**src/rtl/fifo_sample_reader_if.sv**
```systemverilog
// Read-port bundle between the sample FIFO and its reader.
// master: reader (drives fifo_rd_en); slave: FIFO (drives empty/fill/data).
interface fifo_sample_reader_if #(
    parameter int DATA_WIDTH = 16,
    parameter int ADDR_WIDTH = 4
);
    logic                         fifo_rd_en;
    logic                         fifo_empty;
    logic        [ADDR_WIDTH:0]   fifo_fill;
    logic signed [DATA_WIDTH-1:0] fifo_data;

    modport master (
        output fifo_rd_en,
        input  fifo_empty,
        input  fifo_fill,
        input  fifo_data
    );

    modport slave (
        input  fifo_rd_en,
        output fifo_empty,
        output fifo_fill,
        output fifo_data
    );
endinterface

```
**src/rtl/fifo_sample_reader.sv**
```systemverilog
// Sample FIFO read controller: one pop per sample_tick, prefill, underrun count.
// Ports: clk, rst_a_n (async, active-low), enable, sample_tick,
//   fifo (read-port interface, master side), sample_out/sample_valid (stream
//   to serializer, valid 2 cycles after tick), underrun pulse,
//   underrun_count (saturating), state_run.
// Build option FIFO_READER_HOLD_EN: non-read ticks repeat the last FIFO
//   sample instead of outputting zero.
module fifo_sample_reader #(
    parameter int DATA_WIDTH  = 16,
    parameter int ADDR_WIDTH  = 4,
    parameter int START_LEVEL = 8,
    parameter int CNT_WIDTH   = 16
) (
    input  logic                         clk,
    input  logic                         rst_a_n,
    input  logic                         enable,
    input  logic                         sample_tick,
    fifo_sample_reader_if.master         fifo,
    output logic signed [DATA_WIDTH-1:0] sample_out,
    output logic                         sample_valid,
    output logic                         underrun,
    output logic        [CNT_WIDTH-1:0]  underrun_count,
    output logic                         state_run
);

    typedef enum logic [1:0] {
        IDLE,
        PREFILL,
        RUN
    } state_t;

    localparam logic [ADDR_WIDTH:0] START_LVL =
        (ADDR_WIDTH+1)'(START_LEVEL);

    state_t                       state;
    logic                         rd_pend;
    logic                         fill_pend;
    logic                         in_run;
    logic                         urun;
    logic signed [DATA_WIDTH-1:0] fill_val;

    assign in_run    = (state == RUN);
    assign state_run = in_run;

    // Never pop an empty FIFO: its pointer moves on rd_en regardless.
    assign fifo.fifo_rd_en = sample_tick & in_run & ~fifo.fifo_empty;
    assign urun            = sample_tick & in_run & fifo.fifo_empty;

`ifdef FIFO_READER_HOLD_EN
    logic signed [DATA_WIDTH-1:0] last_sample;
    assign fill_val = last_sample;

    always_ff @(posedge clk or negedge rst_a_n) begin
        if (!rst_a_n)
            last_sample <= '0;
        else if (rd_pend)
            last_sample <= fifo.fifo_data;
    end
`else
    assign fill_val = '0;
`endif

    always_ff @(posedge clk or negedge rst_a_n) begin
        if (!rst_a_n) begin
            state          <= IDLE;
            rd_pend        <= 1'b0;
            fill_pend      <= 1'b0;
            sample_out     <= '0;
            sample_valid   <= 1'b0;
            underrun       <= 1'b0;
            underrun_count <= '0;
        end else begin
            // Both read and non-read ticks use the same two-stage timing
            // so the downstream sees a uniform tick-to-valid latency.
            rd_pend      <= fifo.fifo_rd_en;
            fill_pend    <= sample_tick & ~fifo.fifo_rd_en;
            sample_valid <= rd_pend | fill_pend;
            underrun     <= urun;

            if (rd_pend)
                sample_out <= fifo.fifo_data;
            else if (fill_pend)
                sample_out <= fill_val;

            if (urun && underrun_count != '1)
                underrun_count <= underrun_count + 1'b1;

            if (!enable) begin
                state <= IDLE;
            end else begin
                unique case (state)
                    IDLE:    state <= PREFILL;
                    PREFILL: if (fifo.fifo_fill >= START_LVL)
                                 state <= RUN;
                    RUN:     if (urun)
                                 state <= PREFILL;
                    default: state <= IDLE;
                endcase
            end
        end
    end

endmodule

```
**src/flat_wrapper.sv**
```systemverilog
// flat-port wrapper written by rule: the top's interface ports become plain ports
module fifo_sample_reader_flat 
#(
    parameter int DATA_WIDTH  = 16,
    parameter int ADDR_WIDTH  = 4,
    parameter int START_LEVEL = 8,
    parameter int CNT_WIDTH   = 16
)
  (clk, rst_a_n, enable, sample_tick, sample_out, sample_valid, underrun, underrun_count, state_run, fifo_fifo_rd_en, fifo_fifo_empty, fifo_fifo_fill, fifo_fifo_data);
  fifo_sample_reader_if #(.DATA_WIDTH(DATA_WIDTH), .ADDR_WIDTH(ADDR_WIDTH)) fifo_i ();
  input  logic clk;
  input  logic rst_a_n;
  input  logic enable;
  input  logic sample_tick;
  output logic signed [DATA_WIDTH-1:0] sample_out;
  output logic sample_valid;
  output logic underrun;
  output logic        [CNT_WIDTH-1:0] underrun_count;
  output logic state_run;
  output wire logic [$bits(fifo_i.fifo_rd_en)-1:0] fifo_fifo_rd_en;
  input wire logic [$bits(fifo_i.fifo_empty)-1:0] fifo_fifo_empty;
  input wire logic [$bits(fifo_i.fifo_fill)-1:0] fifo_fifo_fill;
  input wire logic [$bits(fifo_i.fifo_data)-1:0] fifo_fifo_data;
  assign fifo_fifo_rd_en = fifo_i.fifo_rd_en;
  assign fifo_i.fifo_empty = fifo_fifo_empty;
  assign fifo_i.fifo_fill = fifo_fifo_fill;
  assign fifo_i.fifo_data = fifo_fifo_data;
  fifo_sample_reader #(.DATA_WIDTH(DATA_WIDTH), .ADDR_WIDTH(ADDR_WIDTH), .START_LEVEL(START_LEVEL), .CNT_WIDTH(CNT_WIDTH)) u_core (.clk(clk), .rst_a_n(rst_a_n), .enable(enable), .sample_tick(sample_tick), .fifo(fifo_i), .sample_out(sample_out), .sample_valid(sample_valid), .underrun(underrun), .underrun_count(underrun_count), .state_run(state_run));
endmodule
```
**config.mk**
```make
export PLATFORM = sky130hd
export DESIGN_NAME = fifo_sample_reader_flat
export DESIGN_NICKNAME = d
export VERILOG_FILES = /design/src/rtl/fifo_sample_reader_if.sv /design/src/rtl/fifo_sample_reader.sv /design/src/flat_wrapper.sv
export SDC_FILE = /design/constraint.sdc
export NUM_CORES = 1
export LEC_CHECK = 0
export ABC_AREA = 1
export CAP_MARGIN = 20
export CORE_ASPECT_RATIO = 0.7
export CORE_MARGIN = 4
export CORE_UTILIZATION = 41
export DETAILED_ROUTE_END_ITERATION = 6
export PLACE_DENSITY = 0.72
export SETUP_SLACK_MARGIN = 0.2
export SYNTH_ARGS = -nofsm -noshare
export SYNTH_HDL_FRONTEND = slang
export SYNTH_SLANG_ARGS = --single-unit
```
**constraint.sdc**
```tcl
create_clock -name clk -period 1.3 [get_ports clk]
set_input_delay 0.26 -clock clk [delete_from_list [all_inputs] [get_ports clk]]
set_output_delay 0.26 -clock clk [all_outputs]
set_load 0.1 [all_outputs]
```
==> out/results.ini, run 1 <==
[run_status]
status = finished, violations left
violations = setup timing

[sta]
rsz0062_at_grt = yes
tightest_slew_ns = 0.4251
max_freq_ghz = 0.6097
setup-violations-final = 34
fin_crit_sh = 1.262
layout_min_cycle_time_ns = 1.640
fin_skew_ns = 0.007462
finalHoldViolations = 0
relSlewSlack = 0.7156
worst_slack_ns = -0.3403
slew_violations = 0

[clock_network]
htreeDepth = 2
cts_buffers = 5
path_clk_slew_ns = 0.08
clockBufferDepth = 2
cts_root_buf = clkbuf_8
clock_latency_ns = 0.31
tritoncts = done
clock_sinks = 38

[placed_design]
port_buffers = 58
pre_cts_ws_ns = -0.3306
dp_hpwl_mm = 4.087
gp_congestion = 0.8330
dp_cells = 375

[yosys]
synth_cells = 237
synthTopCellsByArea = dfrtp_1 50%, nand2_1 16%, inv_1 7.3%
syn-num-nets = 264
yosysMostFrequentCell = nand2_1
synth-seq-cells = 38
synth.top_cell.area_share = 0.5023
synth_cell_type_count = 26
avgSynthCellArea_um2 = 7.988
synthFlopType = dfrtp_1
ys_top_cells_by_count = 80 x nand2_1, 38 x dfrtp_1, 37 x inv_1
synth-async-reset-ratio = 1.000
synth_edf_count = 0
yosysTopAreaCell = dfrtp_1
ys_warn_count = 0
ys_seq_area_frac = 0.5023
syn_area_mm2 = 0.001893

[setup_path]
path_depth = 3
path_buf_inv = 2
crit_chain = inv_2, nor4_4, buf_12
worstPathArrival_ns = 1.38
timing.rr.start = u_core.underrun_count[6]
crit_family = flip-flops
crit_path_end_kind = primary output
crit_path_start = u_core.state[1]
ff2ff_path_depth = 7
cp_slowest_cell = dfrtp_1
required_ns = 1.04
crit_path_start_kind = register
reg2reg_slack_ns = -0.19
slowest_delay_ns = 0.39
criticalPathCategory = reg2out
cp_max_fo = 2

[pwr]
peakVddDrop_mv = 1.243
leakage_nw = 1.714
power_density_mw_per_mm2 = 1229

[floorplan]
dieArea_mm2 = 0.005786
die_h_um = 64.85
rows = 20
io_pins = 62
die_x_um = 89.22
core-area_mm2 = 0.004404
start_util = 0.4298

[global_route]
overflow = 0
grt_usage = 0.2465
grt_pass1_vias = 2177
grt_pass1_wl_mm = 10.61
grt_max_degree = 25
grt_antenna_before_repair = 0

[detailed_routing]
wire_per_inst_um = 19.50
drt_iter0_markers = 167
via_count = 2153
drc = 0
postRouteWirelength_mm = 7.976
drtPass1Iterations = 4
via_per_inst = 5.264
postRouteAntennaNets = 0

[run]
max_cap_viol_count = 0

[cells_and_area]
insertedDiodeCount = 0
nNetsFinal = 380
layout-drive-gt1-share = 0.5763
stdcell_count = 409
fill_cells = 174
synthToLayoutAreaGrowth_pct = 105.1

[hold_path]
hold_path.class = in2async

-- stage by stage --
stage,utilization,cell area (um2),total power [mW],hold slack [ns],setup TNS [ns]
2_1_floorplan,-,2063,2.572,-0.03559,-5.905
3_3_place_gp,0.7386,3253,3.361,0.2012,-5.027
3_5_place_dp,0.7386,3253,3.390,0.2007,-5.459
4_1_cts,0.8398,3699,4.577,0.4095,-2.730
5_1_grt,0.8815,3882,4.925,0.4598,-5.554
6_report,0.8815,3882,4.773,0.4289,-3.916
-- path summary, 6_finish.rpt --
path / endpoint
setup / recovery: fifo_fifo_rd_en
hold / removal: u_core.underrun_count[4]
setup reg to reg: u_core.underrun_count[10]
hold reg to reg: u_core.sample_out[11]
max in group asynchronous: u_core.underrun_count[15]
min in group clk: u_core.sample_out[11]
-- per-layer routing --
metal | vias to the layer above | GRT usage | wire [um]
met5 | - | 0 | 0
met4 | 0 | 0.08178 | 204
met3 | 24 | 0.05591 | 524
met2 | 113 | 0.4200 | 4052
met1 | 1058 | 0.3058 | 3194
li1 | 958 | - | -
-- layout make-up --
type	count	area [um2]	area share
repair buffers	114	1470	0.3787
multi-input cells	156	1050	0.2704
flip-flops and latches	38	1030	0.2652
inverters	38	155.1	0.03996
clock buffers	5	68.82	0.01772
well taps	55	68.82	0.01772
clock inverters	3	40.04	0.01031
-- where the power goes --
group | internal [mW] | total (mW) | switching, mW
clock | 0.565 | 1.04 | 0.472
sequential | 1.34 | 1.50 | 0.156
combinational | 0.902 | 2.24 | 1.33
-- flip-flops by register name, indices dropped and copies added (netlist names) --
signal	count
u_core.rd_pend	1
u_core.underrun	1
u_core.underrun_count	16
u_core.fill_pend	1
u_core.sample_out	16
u_core.sample_valid	1
u_core.state	2
-- logic make-up after synthesis --
| group | synth area share |
|---|---|
| and+or+nand+nor | 0.2968 |
| buffers and inverters | 0.1011 |
| DFF | 0.5023 |
| AOI/OAI and AO/OA | 0.06544 |
| xor gates and xnor gates | 0.02776 |
| adders and majority gates | 0.006608 |
-- cells in the final DEF, fill, tap and decap left out, types with 2 or more instances in the layout --
cell type,n
nand2_1,56
buf_12,37
inv_1,30
buf_4,28
buf_6,25
dfrtp_2,21
clkdlybuf4s50_1,19
nand2_2,18
dfrtp_4,14
nor2_4,10
nand2_4,9
o21ai_1,9
nor2_1,9
o21ai_0,7
nand3_2,6
inv_2,5
nand4_1,5
o21ai_2,5
clkbuf_8,5
nor2_2,4
nand2_8,3
xnor2_1,3
dfrtp_1,3
clkinv_4,2
nand3_1,2
xor2_1,2
clkinv_2,2
dlygate4sd2_1,2
-- timing repair --
action	in CTS	in global routing
gates resized for setup	55	39
gates cloned	1	1
pin swaps	9	24
hold endpoints to repair	14	0
setup endpoints to repair	67	56
setup buffers	18	5
hold buffers	1	0
No activity file was read; power rests on OpenSTA's default activity.
==> run 2, diff against run 1 <==
Settings changed: PLACE_DENSITY 0.72 to 0.8.
==> out/results.ini, run 2 (synthesis gave the netlist of run 1 again) <==
[pwr]
clkPwrFrac = 0.172
p_int_mw = 2.613
peakVddDrop_mv = 1.211
p_switching_mw = 1.915
leakage_nw = 1.682
switching_share = 0.4230
p_comb_frac = 0.492
p_total_mw = 4.528
power_density_mw_per_mm2 = 1177
p_seq_frac = 0.336

[setup_path]
reg2reg_slack_ns = -0.16
worst_r2r_endpoint = u_core.underrun_count[2]
crit_path_start_kind = register
required_ns = 1.04
timing.rr.start = u_core.underrun_count[1]
worstPathArrival_ns = 1.30
criticalPathCategory = reg2out
cp_max_fo = 2
ff2ff_path_depth = 8
crit_path_end_kind = primary output

[clock_network]
ctsHoldBuffers = 0
cts_root_buf = clkbuf_8
cts_buffers = 5
tritoncts = done
path_clk_slew_ns = 0.07
htreeDepth = 2
clock_latency_ns = 0.29
clockBufferDepth = 2
clock_sinks = 38

[floorplan]
start_util = 0.4298
io_pins = 62
rows = 20
core-area_mm2 = 0.004404
die_x_um = 89.22
dieArea_mm2 = 0.005786
die_h_um = 64.85

[sta]
layout_min_cycle_time_ns = 1.559
finalHoldViolations = 0
fin_skew_ns = 0.009058
max_freq_ghz = 0.6412
rsz0062_at_grt = yes
worst_slack_ns = -0.2595
slew_violations = 0
tightest_slew_ns = 0.4826
fin_hold_ws_ns = 0.01217
relSlewSlack = 0.6782
fin_crit_sh = 1.200
tns_ns = -3.134
setup-violations-final = 32

[cells_and_area]
fill_cells = 178
multi_input_comb_area_mm2 = 0.001067
mostFrequentLayoutCells = 53 x nand2_1, 36 x buf_12, 31 x inv_1, 31 x buf_4, 23 x buf_6
register_area_mm2 = 0.001028
insertedDiodeCount = 0
finalInstanceArea_mm2 = 0.003846
synthToLayoutAreaGrowth_pct = 103.2
layout_commonest_cell = nand2_1
layout-drive-gt1-share = 0.5637
largestRegisters = u_core.sample_out: 16 flops, u_core.underrun_count: 16 flops, u_core.state: 2 flops
nNetsFinal = 379

[detailed_routing]
postRouteAntennaNets = 0
drc = 0
drt_iter0_markers = 157
postRouteWirelength_mm = 7.672
wire_per_inst_um = 18.80
via_count = 2211
drtPass1Iterations = 5
via_per_inst = 5.419

[placed_design]
placed_area_mm2 = 0.003211
dp_hpwl_mm = 3.832
gp_congestion = 0.8268
port_buffers = 58

[global_route]
grt_antenna_before_repair = 0
grt_max_degree = 39
grt_pass1_wl_mm = 10.58
overflow = 0
grt_usage = 0.2456
grt_pass1_vias = 2152

[run_status]
status = finished, violations left
violations = setup timing

[run]
max_cap_viol_count = 0

[hold_path]
hold_path.class = in2async

==> run 2: final cells by class <==
| class | count | area share |
|---|---|---|
| repair buffers | 113 | 0.3748 |
| multi-input cells | 156 | 0.2775 |
| flip-flops and latches | 38 | 0.2674 |
| inverters | 38 | 0.04164 |
| clock buffers | 8 | 0.02082 |
| well taps | 55 | 0.01789 |
==> run 2: layer usage <==
layer,vias up,global-route usage,part of all wire,wire length (um)
li1,959,-,-,-
met1,1075,0.2939,0.37,2805
met2,143,0.4081,0.51,3878
met3,34,0.06480,0.085,655
met4,0,0.1152,0.043,332
met5,-,0,0,0
==> run 2: power by group through the flow <==
stage / clock (mW) / sequential, mW / combinational [mW]
floorplan: 0 / 2.22 / 0.348
global placement: 0 / 1.51 / 1.82
detailed placement: 0 / 1.52 / 1.85
CTS: 0.779 / 1.49 / 2.03
global route: 0.839 / 1.53 / 2.30
finish: 0.780 / 1.52 / 2.23
==> run 2: metrics by stage <==
stage,worst slack [ns],std cells,util
2_1_floorplan,-0.5123,237,-
3_3_place_gp,-0.3175,371,0.7290
3_5_place_dp,-0.3455,371,0.7290
4_1_cts,-0.2253,398,0.8230
5_1_grt,-0.3298,408,0.8733
6_report,-0.2595,408,0.8733
==> run 2: how the worst max path moves through the flow <==
stage / startpoint / endpoint / slack [ns] / cells past startpoint
6_report: u_core.state[0] / state_run / -0.26 / 4
5_1_grt: u_core.state[0] / fifo_fifo_rd_en / -0.33 / 2
3_5_place_dp: fifo_fifo_empty / u_core.underrun_count[4] / -0.35 / 6
2_1_floorplan: u_core.state[0] / fifo_fifo_rd_en / -0.51 / 1
3_3_place_gp: fifo_fifo_empty / fifo_fifo_rd_en / -0.32 / 3
4_1_cts: u_core.state[0] / fifo_fifo_rd_en / -0.23 / 2
==> run 2: critical path: stages, from the launching register on <==
cell	delay (ns)
dfrtp_1	0.42
buf_4	0.17
buf_6	0.12
nor2_4	0.13
buf_12	0.18
==> run 2: timing repair <==
item | in CTS | in global routing
endpoints found under the hold margin | 0 | 0
setup endpoints to repair | 71 | 57
gates cloned | 2 | 0
buffers inserted | 17 | 10
resized for setup | 53 | 42
pin swaps | 12 | 23
==> run 3, diff against run 2 <==
Settings changed: SLEW_MARGIN set to 20.
==> results of run 3 <==
The final DEF is identical to that of run 2; final timing and power are the same.
